## config.mk

```make
export PLATFORM = sky130hd
export DESIGN_NAME = key_event_encoder
export DESIGN_NICKNAME = d
export VERILOG_FILES = /design/src/rtl/key_event_encoder.sv
export SDC_FILE = /design/constraint.sdc
export NUM_CORES = 1
export LEC_CHECK = 0
export ABC_AREA = 0
export ABC_CLOCK_PERIOD_IN_PS = 6900
export BUFFER_PORTS_ARGS = -buffer_cell sky130_fd_sc_hd__clkbuf_2
export CORE_UTILIZATION = 55
export CTS_CLUSTER_SIZE = 16
export DETAILED_ROUTE_END_ITERATION = 12
export GPL_TIMING_DRIVEN = 0
export PLACE_DENSITY = 0.74
export SKIP_LAST_GASP = 1
export SLEW_MARGIN = 20
export SYNTH_ARGS = -nofsm -noshare
export SYNTH_HDL_FRONTEND = slang
export SYNTH_SLANG_ARGS = --single-unit
```

## constraint.sdc

```tcl
create_clock -name clock -period 6.9 [get_ports clock]
set_input_delay 1.38 -clock clock [delete_from_list [all_inputs] [get_ports clock]]
set_output_delay 1.38 -clock clock [all_outputs]
set_load 0.02 [all_outputs]
```

## src/rtl/key_event_encoder.sv

```systemverilog
// key_event_encoder: turns debounced key levels into press/auto-repeat events
// for the lowest pressed key, handed over through a one-deep output register.
module key_event_encoder #(
  parameter int NKEYS        = 16,
  parameter int REPEAT_DELAY = 25000000,
  parameter int REPEAT_RATE  = 5000000
) (
  input  logic             clock,
  input  logic             reset,
  input  logic [NKEYS-1:0] db_keys,
  output logic [3:0]       key_code,
  output logic             key_repeat,
  output logic             key_valid,
  input  logic             key_ready,
  output logic             overflow,
  input  logic             overflow_clr
);
  localparam int TMAX = (REPEAT_DELAY > REPEAT_RATE) ? REPEAT_DELAY : REPEAT_RATE;
  localparam int TW   = $clog2(TMAX);
  localparam logic [TW-1:0] DLY_LD  = TW'(REPEAT_DELAY - 1);
  localparam logic [TW-1:0] RATE_LD = TW'(REPEAT_RATE - 1);
  localparam logic [1:0] IDLE = 2'd0, DELAY = 2'd1, REPEAT = 2'd2, WAIT_RELEASE = 2'd3;

  logic [NKEYS-1:0] r_sync1, r_skeys;
  logic [1:0]       r_state, w_state_n;
  logic [TW-1:0]    r_timer, w_timer_n;
  logic [3:0]       r_cur_key, w_cur_n, w_low;
  logic             w_gen, w_gen_rep, w_held, w_any;
  logic             r_ev_valid, r_ev_rep;
  logic [3:0]       r_ev_code;
  logic [3:0]       r_key_code;
  logic             r_key_repeat, r_key_valid, r_overflow;

  assign w_any  = |r_skeys;
  assign w_held = r_skeys[r_cur_key];

  always_comb begin
    w_low = 4'd0;
    for (int i = NKEYS - 1; i >= 0; i--)
      if (r_skeys[i]) w_low = 4'(i);
  end

  always_comb begin
    w_state_n = r_state;
    w_timer_n = r_timer;
    w_cur_n   = r_cur_key;
    w_gen     = 1'b0;
    w_gen_rep = 1'b0;
    case (r_state)
      IDLE: if (w_any) begin
        w_gen     = 1'b1;
        w_cur_n   = w_low;
        w_timer_n = DLY_LD;
        w_state_n = DELAY;
      end
      DELAY, REPEAT:
        if (!w_held) w_state_n = WAIT_RELEASE;
        else if (r_timer == '0) begin
          w_gen     = 1'b1;
          w_gen_rep = 1'b1;
          w_timer_n = RATE_LD;
          w_state_n = REPEAT;
        end else w_timer_n = r_timer - 1'b1;
      default: w_state_n = w_any ? WAIT_RELEASE : IDLE;
    endcase
  end

  // Event is staged one cycle before the output register so press latency is three edges past capture.
  always_ff @(posedge clock or posedge reset) begin
    if (reset) begin
      r_sync1      <= '0;
      r_skeys      <= '0;
      r_state      <= IDLE;
      r_timer      <= '0;
      r_cur_key    <= '0;
      r_ev_valid   <= 1'b0;
      r_ev_rep     <= 1'b0;
      r_ev_code    <= '0;
      r_key_code   <= '0;
      r_key_repeat <= 1'b0;
      r_key_valid  <= 1'b0;
      r_overflow   <= 1'b0;
    end else begin
      r_sync1    <= db_keys;
      r_skeys    <= r_sync1;
      r_state    <= w_state_n;
      r_timer    <= w_timer_n;
      r_cur_key  <= w_cur_n;
      r_ev_valid <= w_gen;
      r_ev_rep   <= w_gen_rep;
      r_ev_code  <= (r_state == IDLE) ? w_low : r_cur_key;
      if (r_ev_valid && (!r_key_valid || key_ready)) begin
        r_key_code   <= r_ev_code;
        r_key_repeat <= r_ev_rep;
        r_key_valid  <= 1'b1;
      end else if (r_key_valid && key_ready) r_key_valid <= 1'b0;
      if (r_ev_valid && r_key_valid && !key_ready) r_overflow <= 1'b1;
      else if (overflow_clr) r_overflow <= 1'b0;
    end
  end

  assign key_code   = r_key_code;
  assign key_repeat = r_key_repeat;
  assign key_valid  = r_key_valid;
  assign overflow   = r_overflow;
endmodule

```

-- Word level (Yosys, flattened, before mapping)
Cells that the tools add are included.
W data, S select, Z words.
- register bits after elaboration: 76
- bits of input ports: 20
- logic and storage cells: 73
- $add $sub $neg: 1
- order comparisons: 1
- equality and inequality tests: 5
- multiplexer cells: 37
- reduce and logical (&&, ||, !) cells: 17
- operator list (operator ; count):
    $mux W25 ; 3
    $mux W4 ; 17
    $pmux W25 S2 ; 1
    $logic_not A25 Y1 ; 1
    $sub A25 B1 Y25 const B ; 1
    $reduce_or A16 Y1 ; 1
    $mux W1 ; 9
    $mux W2 ; 4
    $reduce_bool A2 Y1 ; 3
    $lt A4 B5 Y1 const B ; 1
    $bmux W1 S4 ; 1
    $logic_and A1 B1 Y1 ; 4
    $ne A2 B2 Y1 const B ; 2
    $pmux W2 S2 ; 1
    $reduce_and A2 Y1 ; 2
    $ne A3 B3 Y1 const B ; 1
    $reduce_and A3 Y1 ; 1
    $eq A2 B1 Y1 const B ; 1
    $eq A2 B2 Y1 const B ; 1
    $logic_not A1 Y1 ; 2
    $logic_not A2 Y1 ; 1
    $pmux W1 S2 ; 1
    $reduce_or A2 Y1 ; 1
    $logic_or A1 B1 Y1 ; 1

-- Longest topological paths before layout
Gate-level depths: netlist of run 1.
- depth in word-level cells: 17
- gate-level depth with buffers: 10
- depth with buffers taken out: 8

-- Least setup slack after synthesis of run 1
Ideal clock, no wire load.
- path kind: register to register
- start: register r_timer[0]
- end: register r_timer[15]
- library setup time: 126 ps
- arrival: 2378 ps
- data required time: 6774 ps
- slack: 4396 ps
- cell stages (with the launch flop): 9
- period minus slack after synthesis: 2504 ps
- path through: dfrtp_1 > inv_1 > ha_1 > or4b_1 > or4b_1 > buf_6 > o21a_1 > and3_1 > a221o_1
- word-level cells in the longest chain between the ends: 4
- elaborated cells on any way between the ends: 5
- those cells by class: add/sub (1); mux (3); reduce/logical (1)
- RTL lines (what ; RTL line ; source):
    start: declaration ; 26 ; logic [TW-1:0] r_timer, w_timer_n;
    start signal: assignment ; 87 ; r_timer <= w_timer_n;
    $sub A25 B1 Y25 or $logic_not A25 Y1 (tied branches) ; 63, 58 ;
    $mux W25 (*) ; 58 ; else if (r_timer == '0) begin
    $mux W25 (*) ; 57 ; if (!w_held) w_state_n = WAIT_RELEASE;
    $pmux W25 S2 (*) ; 49 ; case (r_state)
Every way passes the cells marked *; elsewhere a longest branch is shown, timed or not. The select of a mux whose other input is x is not followed.
A chain may end at the register's enable or synchronous reset.

-- Worst setup path after layout of run 1
- start: register r_skeys[5]
- end: register r_timer[4]
- word-level cells in the longest chain between the ends: 4
- elaborated cells on any way between the ends: 6
- those cells by class: eq/ne (2); mux (2); reduce/logical (2)
- RTL lines (what ; RTL line ; source):
    start: declaration ; 24 ; logic [NKEYS-1:0] r_sync1, r_skeys;
    start signal: assignment ; 85 ; r_skeys <= r_sync1;
    $bmux W1 S4 ; 35 ; assign w_held = r_skeys[r_cur_key];
    $mux W1 (not written as such) ; 35 ;
    $ne A2 B2 Y1 (no source line) ; -- ;
    $reduce_and A3 Y1 (no source line) (*) ; -- ;
Marked as above.

==> impl_metrics.py, run 1 <==
metrics = {
    "hold_path": {
        "min-delay-path-class": "reg -> reg",
        "hold_depth": 0,
    },
    "logic_synthesis": {
        "yosys_warnings": 0,
        "synth_fp_nets": 327,
        "syn_avg_cell_area_um2": 11.0,
        "ys_top_cells_by_area": "dfrtp_1, mux4_2, nor2_1",
        "ys.flop_type": "dfrtp_1",
        "yosysSeqAreaShare_pct": 56.9,
        "synth_compound_area_share_pct": 15.8,
        "async_flop_share_pct": 100,
        "ys_ff_latch": 76,
        "synth_cells": 304,
        "synthAdderAreaFrac_pct": 1.12,
        "yosys.area_share.simple_pct": 16.1,
        "synth_top_area_share_pct": 56.9,
        "synthesis.area_um2": 3340,
        "synth_edf_count": 0,
        "synth_top_family_by_area": "simple AND/OR/NAND/NOR gates",
        "synth.most_common_cell": "dfrtp_1",
        "synth.distinct_cells": 48,
        "synth.area.mux_share_pct": 5.99,
        "yosysTopAreaCell": "dfrtp_1",
        "synth_xor_area_share_pct": 0,
        "synth_commonest_cells": "dfrtp_1, nor2_1, a21oi_1, nand2_1, nor3_1",
    },
    "cts": {
        "clk_pin_slew_ns": 0.09,
        "cts_sinks": 76,
        "htreeDepth": 3,
        "cts_hold_buf": 0,
        "cts_tree": "built",
        "clk_latency_ns": 0.35,
        "root_buffer": "clkbuf_8",
        "post_cts_buffers": 0,
        "numCtsBuffers": 9,
        "clockBufferDepth": 2,
        "cts_resized": 0,
    },
    "grt": {
        "grt_first_pass_wirelength_mm": 10.4,
        "grt_pass1_vias": 2241,
        "grt.overflow.total": 0,
        "antenna_found_initial": 0,
        "grt_usage_pct": 21.8,
        "grt_max_degree": 64,
    },
    "power": {
        "total_power_mw": 1.47,
        "p_per_area_nw_per_um2": 389,
        "ir_drop_mv": 0.229,
        "p_leak_nw": 1.64,
    },
    "timing": {
        "fin_crit_ns": 2.84,
        "tightest_slew_ns": 0.927,
        "max_freq_mhz": 352,
        "report.final.slew_viol_count": 0,
        "setup_viol": 0,
        "finClkSkew_ns": 0.0131,
        "slew-limit-headroom_pct": 37.6,
        "layout_worst_path_cycle_share_pct": 41.1,
        "hold_violations": 0,
        "setup-tns-final_ns": 0,
        "rsz0062_at_grt": "no",
    },
    "job": {
        "drv_cap": 0,
    },
    "final_layout": {
        "drive_gt1_share_pct": 19.3,
        "n_fill_cell": 475,
        "antenna_cells": 0,
        "syn_to_final_growth_pct": 13.3,
        "nNetsFinal": 365,
    },
    "routing": {
        "vias_per_cell": 5.83,
        "drtIter0Drc": 128,
        "detail_route.wirelength_mm": 6.11,
        "drc": 0,
        "drt_first_pass_iters": 4,
        "routed-via-count": 2459,
        "ant_nets": 0,
        "wl_per_cell_um": 14.5,
    },
    "die": {
        "die_h_um": 80.0,
        "rows": 28,
        "die-area_um2": 6390,
        "io-pin-count": 27,
        "start_util_pct": 56.8,
        "die_w_um": 80.0,
        "coreArea_um2": 5890,
    },
    "setup_path": {
        "critPathTopFamily": "simple AND/OR/NAND/NOR gates",
        "crit_cells": 7,
        "path_cells": "nor4_1 -> nand4_1 -> o221a_2 -> clkbuf_1 -> o21a_1 -> nor2_1 -> a31oi_1",
        "cp-start-kind": "register",
        "cp_num_buf_inv": 1,
        "setup.worst_path.end_class": "register",
        "critPathRequiredTime_ns": 7.11,
        "slowest_delay_ns": 0.81,
        "cp_slowest_cell": "nor4_1",
        "arrival_ns": 3.05,
        "crit_type": "reg -> reg",
        "cp_max_fo": 10,
        "r2r_cells": 7,
    },
    "placement": {
        "place_congestion": 0.796,
        "place.port_buffers": 26,
        "hpwl_mm": 4.22,
    },
    "status": {
        "status": "complete, no violations",
    },
}
-- final cells by class --
| class | count | area (um^2) | share of cell area, % |
|---|---|---|---|
| Inverter | 16 | 62.6 | 1.65 |
| Buffer | 11 | 76.3 | 2.02 |
| Multi-Input combinational cell | 201 | 1300 | 34.4 |
| Tap cell | 75 | 93.8 | 2.48 |
| Timing Repair Buffer | 27 | 158 | 4.16 |
| Sequential cell | 76 | 1900 | 50.2 |
| Clock inverter | 5 | 40.0 | 1.06 |
| Clock buffer | 11 | 151 | 4.00 |
-- per-stage QoR --
step / area (um^2) / hold WS (ns) / setup slack (ns) / std cells / utilization, %
global route: 3790 / 0.360 / 3.84 / 422 / 64.3
finish: 3790 / 0.349 / 4.06 / 422 / 64.3
floorplan: 3340 / 0.331 / 3.58 / 304 / -
CTS: 3790 / 0.352 / 4.09 / 422 / 64.3
global placement: 3570 / 0.334 / 2.84 / 405 / 60.6
detailed placement: 3600 / 0.335 / 4.10 / 406 / 61.1
-- cell usage in the layout (no fill, tap or decap), types with 3 or more instances in the layout --
cell,netlist,routed
clkbuf_8,0,11
o21bai_1,3,3
mux2_2,6,6
mux4_2,5,5
nor3_1,19,19
a21o_1,4,4
nand3_1,7,7
nor2_1,29,29
inv_6,0,3
o21a_1,7,7
o21ai_0,13,13
nor4_1,6,6
a31oi_1,10,10
o22ai_1,3,3
inv_1,15,14
a21oi_1,20,20
and3_1,3,3
nand2b_1,4,4
clkbuf_2,0,26
clkbuf_1,5,5
ha_1,3,3
nand2_1,20,20
dfrtp_1,76,76
or4_1,4,4
a22o_1,3,3
nand4_1,3,3
buf_6,4,4
-- path summary, 6_finish.rpt --
kind,start,end,slack [ns]
hold reg to reg,r_sync1[11]$_DFF_PP0_,r_skeys[11]$_DFF_PP0_,0.35
min in group asynchronous,reset,r_timer[14]$_DFFE_PP0P_,0.94
setup reg to reg,r_skeys[5]$_DFF_PP0_,r_timer[4]$_DFFE_PP0P_,4.06
max in group asynchronous,reset,r_timer[7]$_DFFE_PP0P_,5.43
setup / recovery,r_skeys[5]$_DFF_PP0_,r_timer[4]$_DFFE_PP0P_,4.06
hold / removal,r_sync1[11]$_DFF_PP0_,r_skeys[11]$_DFF_PP0_,0.35
-- per-layer routing --
layer / vias to the layer above / GRT usage, % / wire [um]
met5: - / 0 / 0
met4: 0 / 11.1 / 80
met3: 13 / 4.80 / 278
met2: 66 / 32.5 / 2890
met1: 1192 / 29.9 / 2860
li1: 1188 / - / -
-- sequential cells by signal, summed over array words and instances, names as in the netlist, 2 cells and up --
name,count
r_timer,25
r_skeys,16
r_sync1,16
key_code,4
r_cur_key,4
r_ev_code,4
r_state,2
-- cells by family after synthesis --
logic type,count (synthesis)
AND/OR/NAND/NOR,106
flip-flops,76
adder cells (fa/ha/maj),3
buffers and inverters,27
AO/OA/AOI/OAI,79
multiplexers,13
-- where the power goes --
part | internal (mW) | switching (mW)
sequential | 0.511 | 0.0399
combinational | 0.228 | 0.374
clock | 0.154 | 0.166
total | 0.893 | 0.580
(Power assumes the default switching activity.)
==> inputs of run 2 (changes only) <==
Settings changed: ABC_CLOCK_PERIOD_IN_PS 6900 to 2800.
Clock period 6.9 ns to 2.8 ns, I/O delays scaled along.
==> run 2 against run 1 <==
Core utilization up 0.43 points. Register-to-register slack worse by 3.9 ns. Largest cell class unchanged. Worst setup slack worse by 3.9 ns. Combinational power up 140%. Critical endpoint is now r_state[0]$_DFFE_PP0P_. Total power up 150%. Wire length up 1.9%. Fmax up 7.2%. Sequential share of layout area down 0.30 points. Clock skew down 0.0012 ns. Design area up 0.66%.
==> impl_metrics.py, run 2 (synthesized netlist as in run 1, its figures left out) <==
metrics = {
    "cts": {
        "clk_pin_slew_ns": 0.08,
        "cts_tree": "built",
        "numCtsBuffers": 9,
        "clockBufferDepth": 2,
        "cts_hold_buf": 0,
        "cts_sinks": 76,
        "root_buffer": "clkbuf_8",
        "htreeDepth": 3,
        "clk_latency_ns": 0.35,
    },
    "die": {
        "coreArea_um2": 5890,
        "rows": 28,
        "io-pin-count": 27,
        "die_h_um": 80.0,
        "die-area_um2": 6390,
        "start_util_pct": 56.8,
        "die_w_um": 80.0,
    },
    "routing": {
        "wl_per_cell_um": 14.8,
        "drtIter0Drc": 177,
        "ant_nets": 0,
        "detail_route.wirelength_mm": 6.23,
        "routed-via-count": 2472,
        "drt_first_pass_iters": 4,
        "vias_per_cell": 5.89,
        "drc": 0,
    },
    "placement": {
        "hpwl_mm": 4.22,
        "dp.cells": 406,
        "place.port_buffers": 26,
        "place_congestion": 0.796,
    },
    "timing": {
        "rsz0062_at_grt": "yes",
        "tightest_slew_ns": 0.655,
        "fin_crit_ns": 2.65,
        "max_freq_mhz": 378,
        "layout_worst_path_cycle_share_pct": 94.6,
        "setup_viol": 0,
        "whs_ns": 0.122,
        "finClkSkew_ns": 0.0119,
        "report.final.slew_viol_count": 0,
        "hold_violations": 0,
        "slew-limit-headroom_pct": 55.7,
        "setup-tns-final_ns": 0,
    },
    "setup_path": {
        "r2r_setup_slack_ns": 0.15,
        "arrival_ns": 2.87,
        "setup.worst_path.end_class": "register",
        "r2r_cells": 9,
        "critPathRequiredTime_ns": 3.02,
        "r2r_end": "r_state[0]$_DFFE_PP0P_",
        "timing.rr.start": "r_timer[0]$_DFFE_PP0P_",
        "crit_type": "reg -> reg",
        "crit_path_end": "r_state[0]$_DFFE_PP0P_",
        "crit_start": "r_timer[0]$_DFFE_PP0P_",
        "cp_max_fo": 8,
        "cp-start-kind": "register",
    },
    "grt": {
        "antenna_found_initial": 0,
        "grt_max_degree": 64,
        "grt_first_pass_wirelength_mm": 10.4,
        "grt.overflow.total": 0,
        "grt_pass1_vias": 2214,
        "grt_usage_pct": 21.7,
    },
    "hold_path": {
        "min-delay-path-class": "in -> async",
    },
    "final_layout": {
        "largest_register_ffs": 25,
        "n_fill_cell": 469,
        "syn_to_final_growth_pct": 14.1,
        "layout_common_cells": "dfrtp_1, nor2_1, clkbuf_2",
        "nNetsFinal": 363,
        "drive_gt1_share_pct": 21.4,
        "antenna_cells": 0,
        "largestRegisters": "r_timer (25), r_skeys (16), r_sync1 (16)",
        "final_common_cell": "dfrtp_1",
        "top_register": "r_timer",
        "fin_cells": 420,
        "fin_util_pct": 64.8,
    },
    "power": {
        "p_leak_nw": 1.63,
        "ir_drop_mv": 0.545,
        "p_per_area_nw_per_um2": 957,
    },
    "job": {
        "drv_cap": 0,
    },
    "status": {
        "status": "complete, no violations",
    },
}
[run 2: cell types whose count changed in the layout (fill, tap and decap cells not counted)]
cell,delta
o21a_1,-1
ha_1,-1
nor4_1,-3
dfrtp_1,-1
nor4_2,+3
nor2_2,-1
or4b_4,+1
o21a_2,+1
clkbuf_1,-2
ha_2,+1
nor2_4,+1
dfrtp_2,+1
or4b_1,-1
[run 2: worst max-delay path, stage by stage, from the launching register on]
cell       delay [ns]
dfrtp_1          0.41
inv_1            0.07
ha_2             0.20
or4b_4           0.49
or4b_1           0.50
buf_6            0.16
o21ai_4          0.19
nor2_4           0.10
a211o_1          0.28
a2bb2oi_1        0.13
[run 2: what timing repair did]
action,CTS,global route
setup buffers,0,0
gates resized for setup,1,7
pin swaps,0,2
setup endpoints to repair,1,18
[run 2: layer usage]
metal  global-route usage, %  vias up  wire, um
met5                       0        -         0
met4                    10.2        0        75
met3                    4.80       12       331
met2                    32.6       73      2960
met1                    29.9     1201      2850
li1                        -     1186         -
[run 2: how the worst min path moves through the flow]
| stage | startpoint | to | cells past startpoint |
|---|---|---|---|
| floorplan | r_sync1[0]$_DFF_PP0_ | r_skeys[0]$_DFF_PP0_ | 0 |
| global placement | r_sync1[6]$_DFF_PP0_ | r_skeys[6]$_DFF_PP0_ | 0 |
| finish | reset | r_timer[23]$_DFFE_PP0P_ | 2 |
| detailed placement | r_sync1[10]$_DFF_PP0_ | r_skeys[10]$_DFF_PP0_ | 0 |
| global route | reset | r_timer[5]$_DFFE_PP0P_ | 2 |
| CTS | reset | r_timer[5]$_DFFE_PP0P_ | 2 |
[run 2: per-stage QoR]
step / total power, mW / setup WS, ns / instance area (um^2)
6_report: 3.65 / 0.152 / 3810
5_1_grt: 3.91 / -0.0135 / 3810
4_1_cts: 3.65 / 0.0698 / 3790
3_5_place_dp: 2.85 / -0.00423 / 3600
3_3_place_gp: 2.81 / -0.444 / 3570
2_1_floorplan: 2.46 / 0.296 / 3340
[run 2: cell type report]
| type | count | area [um^2] | area share (%) |
|---|---|---|---|
| well taps | 75 | 93.8 | 2.46 |
| clock inverters | 5 | 40.0 | 1.05 |
| inverters | 16 | 62.6 | 1.64 |
| repair buffers | 27 | 158 | 4.14 |
| multi-input cells | 201 | 1340 | 35.0 |
| plain buffers | 9 | 68.8 | 1.81 |
| clock buffers | 11 | 151 | 3.97 |
| flip-flops and latches | 76 | 1900 | 49.9 |
[run 2: where the power goes]
group / internal, mW / switching (mW)
logic: 0.566 / 0.899
registers: 1.26 / 0.133
clock network: 0.380 / 0.410
total: 2.21 / 1.44
